`src/rtl/cozucu_denetleyici_pkg.sv`:
```
// Shared types and constants for the JPEG decode-chain sequencer.
package cozucu_denetleyici_pkg;

  localparam int unsigned BLOK_PIKSEL  = 64;
  localparam int unsigned DC_BOYUT_BIT = 8;
  localparam int unsigned WB_BIT       = 32;
  // Bits per in-block coordinate (8x8 block -> 3).
  localparam int unsigned KOORD_BIT    = $clog2(BLOK_PIKSEL) / 2;

  typedef enum logic [1:0] {
    DcBosta  = 2'b00,
    DcCalis  = 2'b01,
    DcBosalt = 2'b10,
    DcBitti  = 2'b11
  } dc_durum_e;

endpackage

```
`src/rtl/cozucu_denetleyici_if.sv`:
```
// Configuration, byte-stream and pixel-stream signals of the decode sequencer.
interface cozucu_denetleyici_if
  import cozucu_denetleyici_pkg::*;
#(
  parameter int unsigned ADR_BIT  = 22,
  parameter int unsigned BAYT_BIT = 24
);

  logic                    cfg_baslat_i;
  logic [DC_BOYUT_BIT-1:0] cfg_genislik_i;
  logic [DC_BOYUT_BIT-1:0] cfg_yukseklik_i;
  logic [BAYT_BIT-1:0]     cfg_bayt_sayisi_i;
  logic                    cfg_mesgul_o;
  logic                    cfg_bitti_o;
  logic                    cfg_hata_o;

  logic [7:0]              src_veri_i;
  logic                    src_gecerli_i;
  logic                    src_hazir_o;

  logic [WB_BIT-1:0]       hd_veri_o;
  logic                    hd_gecerli_o;
  logic                    hd_hazir_i;

  logic [7:0]              dn_veri_i;
  logic                    dn_gecerli_i;
  logic                    dn_hazir_o;

  logic [7:0]              px_veri_o;
  logic [ADR_BIT-1:0]      px_adr_o;
  logic                    px_gecerli_o;
  logic                    px_hazir_i;

  modport slave (
    input  cfg_baslat_i, cfg_genislik_i, cfg_yukseklik_i, cfg_bayt_sayisi_i,
    output cfg_mesgul_o, cfg_bitti_o, cfg_hata_o,
    input  src_veri_i, src_gecerli_i,
    output src_hazir_o,
    output hd_veri_o, hd_gecerli_o,
    input  hd_hazir_i,
    input  dn_veri_i, dn_gecerli_i,
    output dn_hazir_o,
    output px_veri_o, px_adr_o, px_gecerli_o,
    input  px_hazir_i
  );

  modport master (
    output cfg_baslat_i, cfg_genislik_i, cfg_yukseklik_i, cfg_bayt_sayisi_i,
    input  cfg_mesgul_o, cfg_bitti_o, cfg_hata_o,
    output src_veri_i, src_gecerli_i,
    input  src_hazir_o,
    input  hd_veri_o, hd_gecerli_o,
    output hd_hazir_i,
    output dn_veri_i, dn_gecerli_i,
    input  dn_hazir_o,
    input  px_veri_o, px_adr_o, px_gecerli_o,
    output px_hazir_i
  );

endinterface

```
`src/rtl/cozucu_denetleyici_adres_uretec.sv`:
```
// Raster frame-buffer address generator walking 8x8 blocks in raster order,
// using incremental row/block base registers instead of a multiplier.
module cozucu_denetleyici_adres_uretec
  import cozucu_denetleyici_pkg::*;
#(
  parameter int unsigned ADR_BIT = 22
) (
  input  logic                    clk_i,
  input  logic                    rstn_i,
  input  logic                    temizle_i,
  input  logic                    ilerle_i,
  input  logic [DC_BOYUT_BIT-1:0] genislik_i,
  input  logic [DC_BOYUT_BIT-1:0] yukseklik_i,
  output logic [ADR_BIT-1:0]      adres_o,
  output logic                    son_piksel_o
);

  localparam logic [ADR_BIT-1:0] BlokAdim = ADR_BIT'(1 << KOORD_BIT);

  logic [KOORD_BIT-1:0]    c_q, c_d, r_q, r_d;
  logic [DC_BOYUT_BIT-1:0] bx_q, bx_d, by_q, by_d;
  logic [ADR_BIT-1:0]      satir_q, satir_d, blok_q, blok_d;
  logic [ADR_BIT-1:0]      satir_adim, blok_geri;
  logic                    son_c, son_r, son_bx, son_by;

  assign satir_adim = ADR_BIT'(genislik_i) << KOORD_BIT;
  // Seven pixel rows back: return from a block's last row to its first.
  assign blok_geri  = (satir_adim << KOORD_BIT) - satir_adim;

  assign son_c  = (c_q == '1);
  assign son_r  = (r_q == '1);
  assign son_bx = (bx_q == genislik_i - DC_BOYUT_BIT'(1));
  assign son_by = (by_q == yukseklik_i - DC_BOYUT_BIT'(1));

  assign adres_o      = satir_q + blok_q + ADR_BIT'(c_q);
  assign son_piksel_o = son_c && son_r && son_bx && son_by;

  always_comb begin
    c_d     = c_q;
    r_d     = r_q;
    bx_d    = bx_q;
    by_d    = by_q;
    satir_d = satir_q;
    blok_d  = blok_q;
    if (temizle_i) begin
      c_d     = '0;
      r_d     = '0;
      bx_d    = '0;
      by_d    = '0;
      satir_d = '0;
      blok_d  = '0;
    end else if (ilerle_i) begin
      if (!son_c) begin
        c_d = c_q + KOORD_BIT'(1);
      end else begin
        c_d = '0;
        if (!son_r) begin
          r_d     = r_q + KOORD_BIT'(1);
          satir_d = satir_q + satir_adim;
        end else begin
          r_d = '0;
          if (!son_bx) begin
            bx_d    = bx_q + DC_BOYUT_BIT'(1);
            blok_d  = blok_q + BlokAdim;
            satir_d = satir_q - blok_geri;
          end else begin
            bx_d    = '0;
            blok_d  = '0;
            by_d    = by_q + DC_BOYUT_BIT'(1);
            satir_d = satir_q + satir_adim;
          end
        end
      end
    end
  end

  always_ff @(posedge clk_i or negedge rstn_i) begin
    if (!rstn_i) begin
      c_q     <= '0;
      r_q     <= '0;
      bx_q    <= '0;
      by_q    <= '0;
      satir_q <= '0;
      blok_q  <= '0;
    end else begin
      c_q     <= c_d;
      r_q     <= r_d;
      bx_q    <= bx_d;
      by_q    <= by_d;
      satir_q <= satir_d;
      blok_q  <= blok_d;
    end
  end

endmodule

```
`src/rtl/cozucu_denetleyici.sv`:
```
// Top-level sequencer of the JPEG decode chain: meters compressed bytes into the
// Huffman decoder and tags reconstructed pixels with raster frame-buffer addresses.
module cozucu_denetleyici
  import cozucu_denetleyici_pkg::*;
#(
  parameter int unsigned ADR_BIT  = 22,
  parameter int unsigned BAYT_BIT = 24
) (
  input  logic                 clk_i,
  input  logic                 rstn_i,
  cozucu_denetleyici_if.slave  bus
);

  dc_durum_e               durum_q, durum_d;
  logic [DC_BOYUT_BIT-1:0] genislik_q, yukseklik_q;
  logic [BAYT_BIT-1:0]     bayt_sayisi_q, bayt_cnt_q, bayt_cnt_d;
  logic                    hata_q, hata_d;
  logic                    tum_alindi_q;
  logic [7:0]              px_veri_q;
  logic [ADR_BIT-1:0]      px_adr_q;
  logic                    px_gecerli_q, px_son_q;

  logic [ADR_BIT-1:0]      adres;
  logic                    son_piksel;
  logic                    calisiyor, acik, bayt_hs;
  logic                    dn_hazir, dn_hs, px_yukle, px_dusur, son_cikis;
  logic                    baslat_kabul, gecersiz_cfg;

  assign calisiyor    = (durum_q == DcCalis) || (durum_q == DcBosalt);
  assign acik         = (durum_q == DcCalis) && (bayt_cnt_q != bayt_sayisi_q);
  assign bayt_hs      = bus.src_gecerli_i && bus.hd_hazir_i && acik;
  assign bayt_cnt_d   = bayt_hs ? bayt_cnt_q + BAYT_BIT'(1) : bayt_cnt_q;

  assign dn_hazir     = !px_gecerli_q || bus.px_hazir_i;
  assign dn_hs        = bus.dn_gecerli_i && dn_hazir;
  // Pixels outside a frame, or past its last pixel, are swallowed and flagged.
  assign px_yukle     = dn_hs && calisiyor && !tum_alindi_q;
  assign px_dusur     = dn_hs && !px_yukle;
  assign son_cikis    = px_gecerli_q && bus.px_hazir_i && px_son_q;

  assign baslat_kabul = (durum_q == DcBosta) && bus.cfg_baslat_i;
  assign gecersiz_cfg = (bus.cfg_genislik_i == '0) || (bus.cfg_yukseklik_i == '0) ||
                        (bus.cfg_bayt_sayisi_i == '0);

  always_comb begin
    durum_d = durum_q;
    unique case (durum_q)
      DcBosta: begin
        if (bus.cfg_baslat_i) durum_d = gecersiz_cfg ? DcBitti : DcCalis;
      end
      DcCalis: begin
        if (son_cikis) durum_d = DcBitti;
        else if (bayt_cnt_d == bayt_sayisi_q) durum_d = DcBosalt;
      end
      DcBosalt: begin
        if (son_cikis) durum_d = DcBitti;
      end
      DcBitti: durum_d = DcBosta;
      default: durum_d = DcBosta;
    endcase
  end

  always_comb begin
    hata_d = hata_q;
    if (baslat_kabul) hata_d = gecersiz_cfg;
    if (px_dusur)     hata_d = 1'b1;
  end

  always_ff @(posedge clk_i or negedge rstn_i) begin
    if (!rstn_i) begin
      durum_q       <= DcBosta;
      genislik_q    <= '0;
      yukseklik_q   <= '0;
      bayt_sayisi_q <= '0;
      bayt_cnt_q    <= '0;
      hata_q        <= 1'b0;
      tum_alindi_q  <= 1'b0;
    end else begin
      durum_q <= durum_d;
      hata_q  <= hata_d;
      if (baslat_kabul) begin
        genislik_q    <= bus.cfg_genislik_i;
        yukseklik_q   <= bus.cfg_yukseklik_i;
        bayt_sayisi_q <= bus.cfg_bayt_sayisi_i;
        bayt_cnt_q    <= '0;
        tum_alindi_q  <= 1'b0;
      end else begin
        bayt_cnt_q <= bayt_cnt_d;
        if (px_yukle && son_piksel) tum_alindi_q <= 1'b1;
      end
    end
  end

  always_ff @(posedge clk_i or negedge rstn_i) begin
    if (!rstn_i) begin
      px_veri_q    <= '0;
      px_adr_q     <= '0;
      px_gecerli_q <= 1'b0;
      px_son_q     <= 1'b0;
    end else if (px_yukle) begin
      px_veri_q    <= bus.dn_veri_i;
      px_adr_q     <= adres;
      px_gecerli_q <= 1'b1;
      px_son_q     <= son_piksel;
    end else if (bus.px_hazir_i) begin
      px_gecerli_q <= 1'b0;
    end
  end

  cozucu_denetleyici_adres_uretec #(
    .ADR_BIT(ADR_BIT)
  ) u_adres (
    .clk_i        (clk_i),
    .rstn_i       (rstn_i),
    .temizle_i    (baslat_kabul),
    .ilerle_i     (px_yukle),
    .genislik_i   (genislik_q),
    .yukseklik_i  (yukseklik_q),
    .adres_o      (adres),
    .son_piksel_o (son_piksel)
  );

  assign bus.cfg_mesgul_o = calisiyor;
  assign bus.cfg_bitti_o  = (durum_q == DcBitti);
  assign bus.cfg_hata_o   = hata_q;
  assign bus.src_hazir_o  = bus.hd_hazir_i && acik;
  assign bus.hd_gecerli_o = bus.src_gecerli_i && acik;
  assign bus.hd_veri_o    = {{(WB_BIT - 8){1'b0}}, bus.src_veri_i};
  assign bus.dn_hazir_o   = dn_hazir;
  assign bus.px_veri_o    = px_veri_q;
  assign bus.px_adr_o     = px_adr_q;
  assign bus.px_gecerli_o = px_gecerli_q;

endmodule

```
`src/flat_wrapper.sv`:
```
// flat-port wrapper written by rule: the top's interface ports become plain ports
module cozucu_denetleyici_flat import cozucu_denetleyici_pkg::*;
#(
  parameter int unsigned ADR_BIT  = 22,
  parameter int unsigned BAYT_BIT = 24
)
  (clk_i, rstn_i, bus_cfg_baslat_i, bus_cfg_genislik_i, bus_cfg_yukseklik_i, bus_cfg_bayt_sayisi_i, bus_cfg_mesgul_o, bus_cfg_bitti_o, bus_cfg_hata_o, bus_src_veri_i, bus_src_gecerli_i, bus_src_hazir_o, bus_hd_veri_o, bus_hd_gecerli_o, bus_hd_hazir_i, bus_dn_veri_i, bus_dn_gecerli_i, bus_dn_hazir_o, bus_px_veri_o, bus_px_adr_o, bus_px_gecerli_o, bus_px_hazir_i);
  cozucu_denetleyici_if #(.ADR_BIT(ADR_BIT), .BAYT_BIT(BAYT_BIT)) bus_i ();
  input  logic clk_i;
  input  logic rstn_i;
  input wire logic [$bits(bus_i.cfg_baslat_i)-1:0] bus_cfg_baslat_i;
  input wire logic [$bits(bus_i.cfg_genislik_i)-1:0] bus_cfg_genislik_i;
  input wire logic [$bits(bus_i.cfg_yukseklik_i)-1:0] bus_cfg_yukseklik_i;
  input wire logic [$bits(bus_i.cfg_bayt_sayisi_i)-1:0] bus_cfg_bayt_sayisi_i;
  output wire logic [$bits(bus_i.cfg_mesgul_o)-1:0] bus_cfg_mesgul_o;
  output wire logic [$bits(bus_i.cfg_bitti_o)-1:0] bus_cfg_bitti_o;
  output wire logic [$bits(bus_i.cfg_hata_o)-1:0] bus_cfg_hata_o;
  input wire logic [$bits(bus_i.src_veri_i)-1:0] bus_src_veri_i;
  input wire logic [$bits(bus_i.src_gecerli_i)-1:0] bus_src_gecerli_i;
  output wire logic [$bits(bus_i.src_hazir_o)-1:0] bus_src_hazir_o;
  output wire logic [$bits(bus_i.hd_veri_o)-1:0] bus_hd_veri_o;
  output wire logic [$bits(bus_i.hd_gecerli_o)-1:0] bus_hd_gecerli_o;
  input wire logic [$bits(bus_i.hd_hazir_i)-1:0] bus_hd_hazir_i;
  input wire logic [$bits(bus_i.dn_veri_i)-1:0] bus_dn_veri_i;
  input wire logic [$bits(bus_i.dn_gecerli_i)-1:0] bus_dn_gecerli_i;
  output wire logic [$bits(bus_i.dn_hazir_o)-1:0] bus_dn_hazir_o;
  output wire logic [$bits(bus_i.px_veri_o)-1:0] bus_px_veri_o;
  output wire logic [$bits(bus_i.px_adr_o)-1:0] bus_px_adr_o;
  output wire logic [$bits(bus_i.px_gecerli_o)-1:0] bus_px_gecerli_o;
  input wire logic [$bits(bus_i.px_hazir_i)-1:0] bus_px_hazir_i;
  assign bus_i.cfg_baslat_i = bus_cfg_baslat_i;
  assign bus_i.cfg_genislik_i = bus_cfg_genislik_i;
  assign bus_i.cfg_yukseklik_i = bus_cfg_yukseklik_i;
  assign bus_i.cfg_bayt_sayisi_i = bus_cfg_bayt_sayisi_i;
  assign bus_cfg_mesgul_o = bus_i.cfg_mesgul_o;
  assign bus_cfg_bitti_o = bus_i.cfg_bitti_o;
  assign bus_cfg_hata_o = bus_i.cfg_hata_o;
  assign bus_i.src_veri_i = bus_src_veri_i;
  assign bus_i.src_gecerli_i = bus_src_gecerli_i;
  assign bus_src_hazir_o = bus_i.src_hazir_o;
  assign bus_hd_veri_o = bus_i.hd_veri_o;
  assign bus_hd_gecerli_o = bus_i.hd_gecerli_o;
  assign bus_i.hd_hazir_i = bus_hd_hazir_i;
  assign bus_i.dn_veri_i = bus_dn_veri_i;
  assign bus_i.dn_gecerli_i = bus_dn_gecerli_i;
  assign bus_dn_hazir_o = bus_i.dn_hazir_o;
  assign bus_px_veri_o = bus_i.px_veri_o;
  assign bus_px_adr_o = bus_i.px_adr_o;
  assign bus_px_gecerli_o = bus_i.px_gecerli_o;
  assign bus_i.px_hazir_i = bus_px_hazir_i;
  cozucu_denetleyici #(.ADR_BIT(ADR_BIT), .BAYT_BIT(BAYT_BIT)) u_core (.clk_i(clk_i), .rstn_i(rstn_i), .bus(bus_i));
endmodule
```
`config.mk`:
```
export PLATFORM = sky130hd
export DESIGN_NAME = cozucu_denetleyici_flat
export DESIGN_NICKNAME = d
export VERILOG_FILES = /design/src/rtl/cozucu_denetleyici_pkg.sv /design/src/rtl/cozucu_denetleyici_if.sv /design/src/rtl/cozucu_denetleyici_adres_uretec.sv /design/src/rtl/cozucu_denetleyici.sv /design/src/flat_wrapper.sv
export SDC_FILE = /design/constraint.sdc
export NUM_CORES = 1
export LEC_CHECK = 0
export CORE_MARGIN = 2
export CORE_UTILIZATION = 58
export CTS_CLUSTER_DIAMETER = 120
export DETAILED_ROUTE_END_ITERATION = 8
export GPL_ROUTABILITY_DRIVEN = 0
export PLACE_DENSITY = 0.82
export SLEW_MARGIN = 20
export SYNTH_ARGS = -nofsm -noshare
export SYNTH_HDL_FRONTEND = slang
export SYNTH_SLANG_ARGS = --single-unit
```
`constraint.sdc`:
```
create_clock -name clk_i -period 5.05 [get_ports clk_i]
set_clock_uncertainty 0.15 [all_clocks]
set_input_delay 0.505 -clock clk_i [delete_from_list [all_inputs] [get_ports clk_i]]
set_output_delay 0.505 -clock clk_i [all_outputs]
set_load 0.01 [all_outputs]
```
== Word level (Yosys, flattened, before mapping) ==
Cells that the tools add are included.
Word-level totals
  bits in registers: 166
  bits in latches: 0
  RAM bits: 0
  ROM bits: 0
  input port bits: 63
  output and inout bits: 69
  memories kept: 0
Cells by class
  $add $sub $neg: 13
  multiply operators: 0
  divide/modulo/power cells: 0
  magnitude comparators: 0
  equal/unequal tests: 12
  shifts and indexed selects: 0
  mux-type cells: 41
  bitwise logic cells: 0
  reductions and logical operators: 38
Operator list (number)
  $mux 22: 10
  $mux 8: 10
  $mux 24: 2
  $add 24x1->24 const B: 1
  $eq 24x24->1: 1
  $logic_not 24->1: 1
  $ne 24x24->1: 1
  $add 22x11->22: 1
  $add 22x22->22: 1
  $add 22x3->22: 1
  $add 22x4->22 const B: 1
  $sub 22x22->22: 1
  $mux 3: 7
  $add 8x1->8 const B: 2
  $eq 8x8->1: 2
  $logic_and 1x1->1: 16
  $logic_not 8->1: 2
  $sub 8x1->8 const B: 2
  $sub 14x11->15: 1
  $reduce_bool 2->1: 7
  $mux 2: 5
  $pmux 2 s4: 1
  $add 3x1->3 const B: 2
  $eq 3x3->1 const B: 2
  other kinds (12): 24

== Depth between registers and ports, before layout ==
  depth after elaboration: 8
  gate-level depth with buffers: 22
  depth with buffers taken out: 22

== Modules after synthesis ==
A second synthesis with hierarchy kept.
Unflattened totals
  cell total of the unflattened synthesis: 1403
  area total of the unflattened synthesis: 11768.8 µm²
By module, submodules not included
  cozucu_denetleyici_adres_uretec: instances 1, cells each 708, area an instance 6014.5 µm², sequential area each 1501.4 µm²
  cozucu_denetleyici: instances 1, cells each 695, area an instance 5754.3 µm², sequential area each 2502.4 µm²

== Worst setup path before layout ==
Ideal clock, no wire load.
  kind: register to register
  start point: register u_core.genislik_q[0]
  end point: register u_core.u_adres.satir_q[21]
  data arrival time: 3.833 ns
  required time: 4.768 ns
  path slack: 0.935 ns
  cell stages (with the launch flop): 23
  buffers on the path: 0
  path through: dfrtp_1 inv_1 ha_1 nor2b_1 a21oi_1 nor2b_1 o21ai_0 nand2b_1 a21o_1 a21oi_1 nand2_1 xnor2_1 ha_1 and3_1 and3_1 a21oi_1 nand3_1 o211a_1 a211oi_1 mux2i_1 a211oi_1 xnor2_1 nor2_1
Between the ends
  word-level cells in the longest chain between the ends: 7
  elaborated cells on any way between the ends: 10
  those cells by class: 4 x add/sub; 1 x eq/ne; 5 x mux
RTL lines
  from (decl): line cozucu_denetleyici.sv:15  | logic [DC_BOYUT_BIT-1:0] genislik_q, yukseklik_q;
  from (signal assigned): line cozucu_denetleyici.sv:82  | genislik_q <= bus.cfg_genislik_i;
  $sub 14x11->15 or $sub 8x1->8 (tied branches): line cozucu_denetleyici_adres_uretec.sv:28, cozucu_denetleyici_adres_uretec.sv:32
  $sub 22x22->22 or $eq 8x8->1 (tied branches): line cozucu_denetleyici_adres_uretec.sv:65, cozucu_denetleyici_adres_uretec.sv:32
  $mux 22: line cozucu_denetleyici_adres_uretec.sv:62  | if (!son_bx) begin
  $mux 22 *: line cozucu_denetleyici_adres_uretec.sv:57  | if (!son_r) begin
  $mux 22 *: line cozucu_denetleyici_adres_uretec.sv:53  | if (!son_c) begin
  $mux 22 *: line cozucu_denetleyici_adres_uretec.sv:52  | end else if (ilerle_i) begin
  $mux 22 *: line cozucu_denetleyici_adres_uretec.sv:45  | if (temizle_i) begin
  to (signal assigned): line cozucu_denetleyici_adres_uretec.sv:90  | satir_q <= satir_d;
  to (decl): line cozucu_denetleyici_adres_uretec.sv:22  | logic [ADR_BIT-1:0] satir_q, satir_d, blok_q, blok_d;
Every way passes the cells marked *; elsewhere a longest branch is shown, timed or not. The select of a mux whose other input is x is not followed.
A chain may end at the register's enable or synchronous reset.

== Worst setup path in the final report ==
  start point: register u_core.genislik_q[3]
  end point: register u_core.u_adres.satir_q[21]
The elaborated chain is that of the path after synthesis.

==> impl_metrics.yaml <==
outcome:
  status: "completed"
sta:
  hold_viol: 0
  finalCritPeriodShare_pct: 93.3
  postLayoutSetupSlackWorst_ns: 0.340
  setup_tns_ns: 0
  rsz0062_at_grt: "false"
  setup_viol: 0
  drv_slew: 0
  worst_pin_slew_ns: 1.05
  max-slew-margin-rel_pct: 29.7
  max_freq_ghz: 0.212
  min_period_ns: 4.71
worst_setup_path:
  path_delay_family: "compound AO/OA/AOI/OAI gates"
  critical_path.startpoint: "u_core.genislik_q[3]"
  critPathBufInv: 1
  path_max_fanout: 5
  worstSetupEndpointType: "flop"
  required_ns: 5.18
  worst_r2r_startpoint: "u_core.genislik_q[3]"
  critPathLaunchType: "flop"
  crit_type: "reg -> reg"
  critical_path_depth: 21
  cp_slowest_cell: "dfrtp_1"
  crit_top_cell: "o21a_1"
  crit_arrival_ns: 4.84
  cp_cell_sequence: "inv_1, ha_1, nor4b_1, o21a_1, o21a_1, o21a_1, nor2_1, nor2b_1, nor3_1, xnor2_1, ha_1, a21o_1, a21o_1, a21oi_1, nand3_1, o211a_1, a211oi_1, mux2i_1, a211oi_1, xnor2_1, nor2_1"
  reg2reg_depth: 21
  cpPeakStageDelay_ns: 0.44
clocking:
  h-tree-depth: 4
  insertion_delay_ns: 0.43
  cts_buffers: 17
  root_buffer: "clkbuf_16"
  clock-sinks: 160
  post_cts_resized: 0
  cts.clk_slew.worst_paths_ns: 0.06
  cts_buffer_depth: 2
  cts_tree: "done"
floorplan:
  die_h_um: 145
  rows: 51
  dieWidth_um: 145
  pin_count: 132
  start_util_pct: 59.1
  core_um2: 19500
  fp.dieArea_um2: 21100
power_and_ir_drop:
  peakVddDrop_uv: 299
  leakage_nw: 6.12
  cellPowerDensity_nw_per_um2: 455
synthesis:
  yosysSeqAreaShare_pct: 34.7
  synth_top_flop_cell: "dfrtp_1"
  synth_top_area_cell: "dfrtp_1"
  ys_async_sr_fraction_pct: 100
  ys_seq_elements: 160
  synth_edf_count: 0
  syn_area_um2: 11500
  synthTopCellsByArea: "dfrtp_1, ha_1, nand2_1"
  ys_types: 76
  synthCells: 1376
  postSynthAreaPerCell_um2: 8.39
  yosys_warnings: 0
  netlist.area_leader.share_pct: 34.7
cells_and_area:
  final_cell_area_um2: 13100
  nNetsFinal: 1587
  diodes: 0
  finish.utilization_pct: 67.0
  fin_cells: 1715
  area_delta_synth_final_pct: 13.4
  nFillCells: 1612
  drive_gt1_share_pct: 4.28
placement:
  place_ws_ns: 0.407
  placed_cells: 1682
  hpwl_um: 20500
  io_buffers: 91
  postPlaceCellArea_um2: 12500
min_path:
  min_path_type: "reg -> reg"
  hp-start: "u_core.bus.px_veri_o[6]"
  hold_depth: 2
drt:
  vias: 10240
  vias_per_cell: 5.97
  drt_iter0_drc: 842
  drt-wirelength-per-cell_um: 16.5
  drc: 0
  routed_wl_um: 28200
  postRouteAntennaNets: 0
  first_pass_iters: 8
global_route:
  grt_pass1_vias: 9566
  gr-usage-all-layers_pct: 26.7
  grt_max_degree: 105
  grt_pass1_wl_um: 46600
  antenna_found_initial: 0
  grt-ovfl-total: 0
run:
  drv_cap: 0
-- metal layers --
metal	track usage [%]	vias to the layer above	routed length, um
met3	5.13	62	1780
met1	36.6	4921	12600
met2	42.8	374	13300
met5	0	-	0
li1	-	4883	-
met4	8.28	0	646
-- cell type report --
cell class / count / area (um^2) / share of cell area [%]
Tap cell: 265 / 332 / 2.53
Clock buffer: 21 / 460 / 3.52
Inverter: 40 / 150 / 1.15
Multi-Input combinational cell: 1116 / 7040 / 53.8
Timing Repair Buffer: 102 / 1010 / 7.71
Clock inverter: 11 / 90.1 / 0.688
Sequential cell: 160 / 4000 / 30.6
-- worst reg2reg max path: cells and delay by family (launching register included) --
family,cells,cell delay (ns)
xor gates and xnor gates,2,0.32
muxes,1,0.11
AOI/OAI and AO/OA,9,2.05
DFF,1,0.44
buffers and inverters,1,0.11
adders and majority gates,2,0.62
and+or+nand+nor,6,0.75
-- through the flow --
step / power [mW] / hold WS [ns]
2_1_floorplan: 3.90 / 0.0594
3_3_place_gp: 4.60 / 0.306
3_5_place_dp: 4.69 / 0.313
4_1_cts: 5.93 / 0.328
5_1_grt: 6.40 / 0.355
6_report: 5.96 / 0.319
-- sequential cells by signal (all words and copies together), names as in the netlist --
register                 cells
u_core.bayt_sayisi_q        24
u_core.u_adres.bx_q          8
u_core.bayt_cnt_q           24
u_core.bus.px_adr_o         22
u_core.tum_alindi_q          1
u_core.px_son_q              1
u_core.yukseklik_q           8
u_core.bus.px_veri_o         8
u_core.bus.px_gecerli_o      1
u_core.u_adres.satir_q      19
u_core.bus.cfg_hata_o        1
u_core.durum_q               2
u_core.u_adres.by_q          8
u_core.u_adres.c_q           3
u_core.u_adres.r_q           3
u_core.u_adres.blok_q       19
u_core.genislik_q            8
-- synthesized netlist by cell type (5+ instances only) --
cell       count
a211oi_1      12
xor2_1        74
nor4_1        18
o21ai_0       77
nor3_1        32
nor2_1       122
o211ai_1       7
nand2b_1      15
buf_4         33
nand4_1       29
a31oi_1       11
clkbuf_1      40
inv_1         40
mux2i_1       10
ha_1          84
nor2b_1       16
a21o_1        17
a2111oi_0      5
and3_1        31
or3_1         14
nand2_1      231
a211o_1        5
nand3_1       31
buf_2          9
o21a_1         9
dfrtp_1      160
a21oi_1       70
xnor2_1       68
o21bai_1      11
-- power by group --
part           switching, mW  leakage, nW  internal, mW
Sequential             0.292         2.14          1.54
Clock                  0.524        0.264         0.698
Combinational           1.65         3.72          1.26
Total                   2.46         6.12          3.49
-- cells by family (layout without fill, tap and decap cells) --
group / count (synthesis) / after routing / synth area share [%]
muxes: 11 / 11 / 0.964
adders and majority gates: 87 / 87 / 9.62
xor gates and xnor gates: 142 / 142 / 10.8
buffers and inverters: 127 / 174 / 5.37
AOI/OAI and AO/OA: 275 / 275 / 15.2
and+or+nand+nor: 573 / 573 / 23.4
DFF: 160 / 160 / 34.7
other: 1 / 28 / 0.0325
-- path summary, 6_finish.rpt --
path | to | slack, ns
max reg2reg | u_core.u_adres.satir_q[21] | 0.34
min | u_core.bus.px_veri_o[6] | 0.32
max in group asynchronous | u_core.genislik_q[6] | 3.30
min in group asynchronous | u_core.bus.px_veri_o[7] | 0.50
max | u_core.u_adres.satir_q[21] | 0.34
min reg2reg | u_core.bus.px_veri_o[6] | 0.32
-- repair_timing --
item / CTS / global route
hold endpoints to repair: 65 / 0
setup buffers: 0 / 0
hold buffers: 1 / 0
-- cell usage in the layout, fill, tap and decap left out, types with 10 or more instances in the layout --
cell type        instances
o21ai_0                 77
conb_1                  28
o21bai_1                11
ha_1                    84
a21oi_1                 69
inv_1                   40
clkbuf_16               17
nand2_1                231
nor3_1                  32
a31oi_1                 11
xor2_1                  74
clkdlybuf4s50_1         90
nor2b_1                 16
mux2i_1                 10
nor4_1                  18
nand2b_1                15
dfrtp_1                160
nand4_1                 29
and3_1                  31
xnor2_1                 68
or3_1                   14
a211oi_1                12
nor2_1                 122
nand3_1                 31
a21o_1                  17
Power figures use the tool's default switching activity.
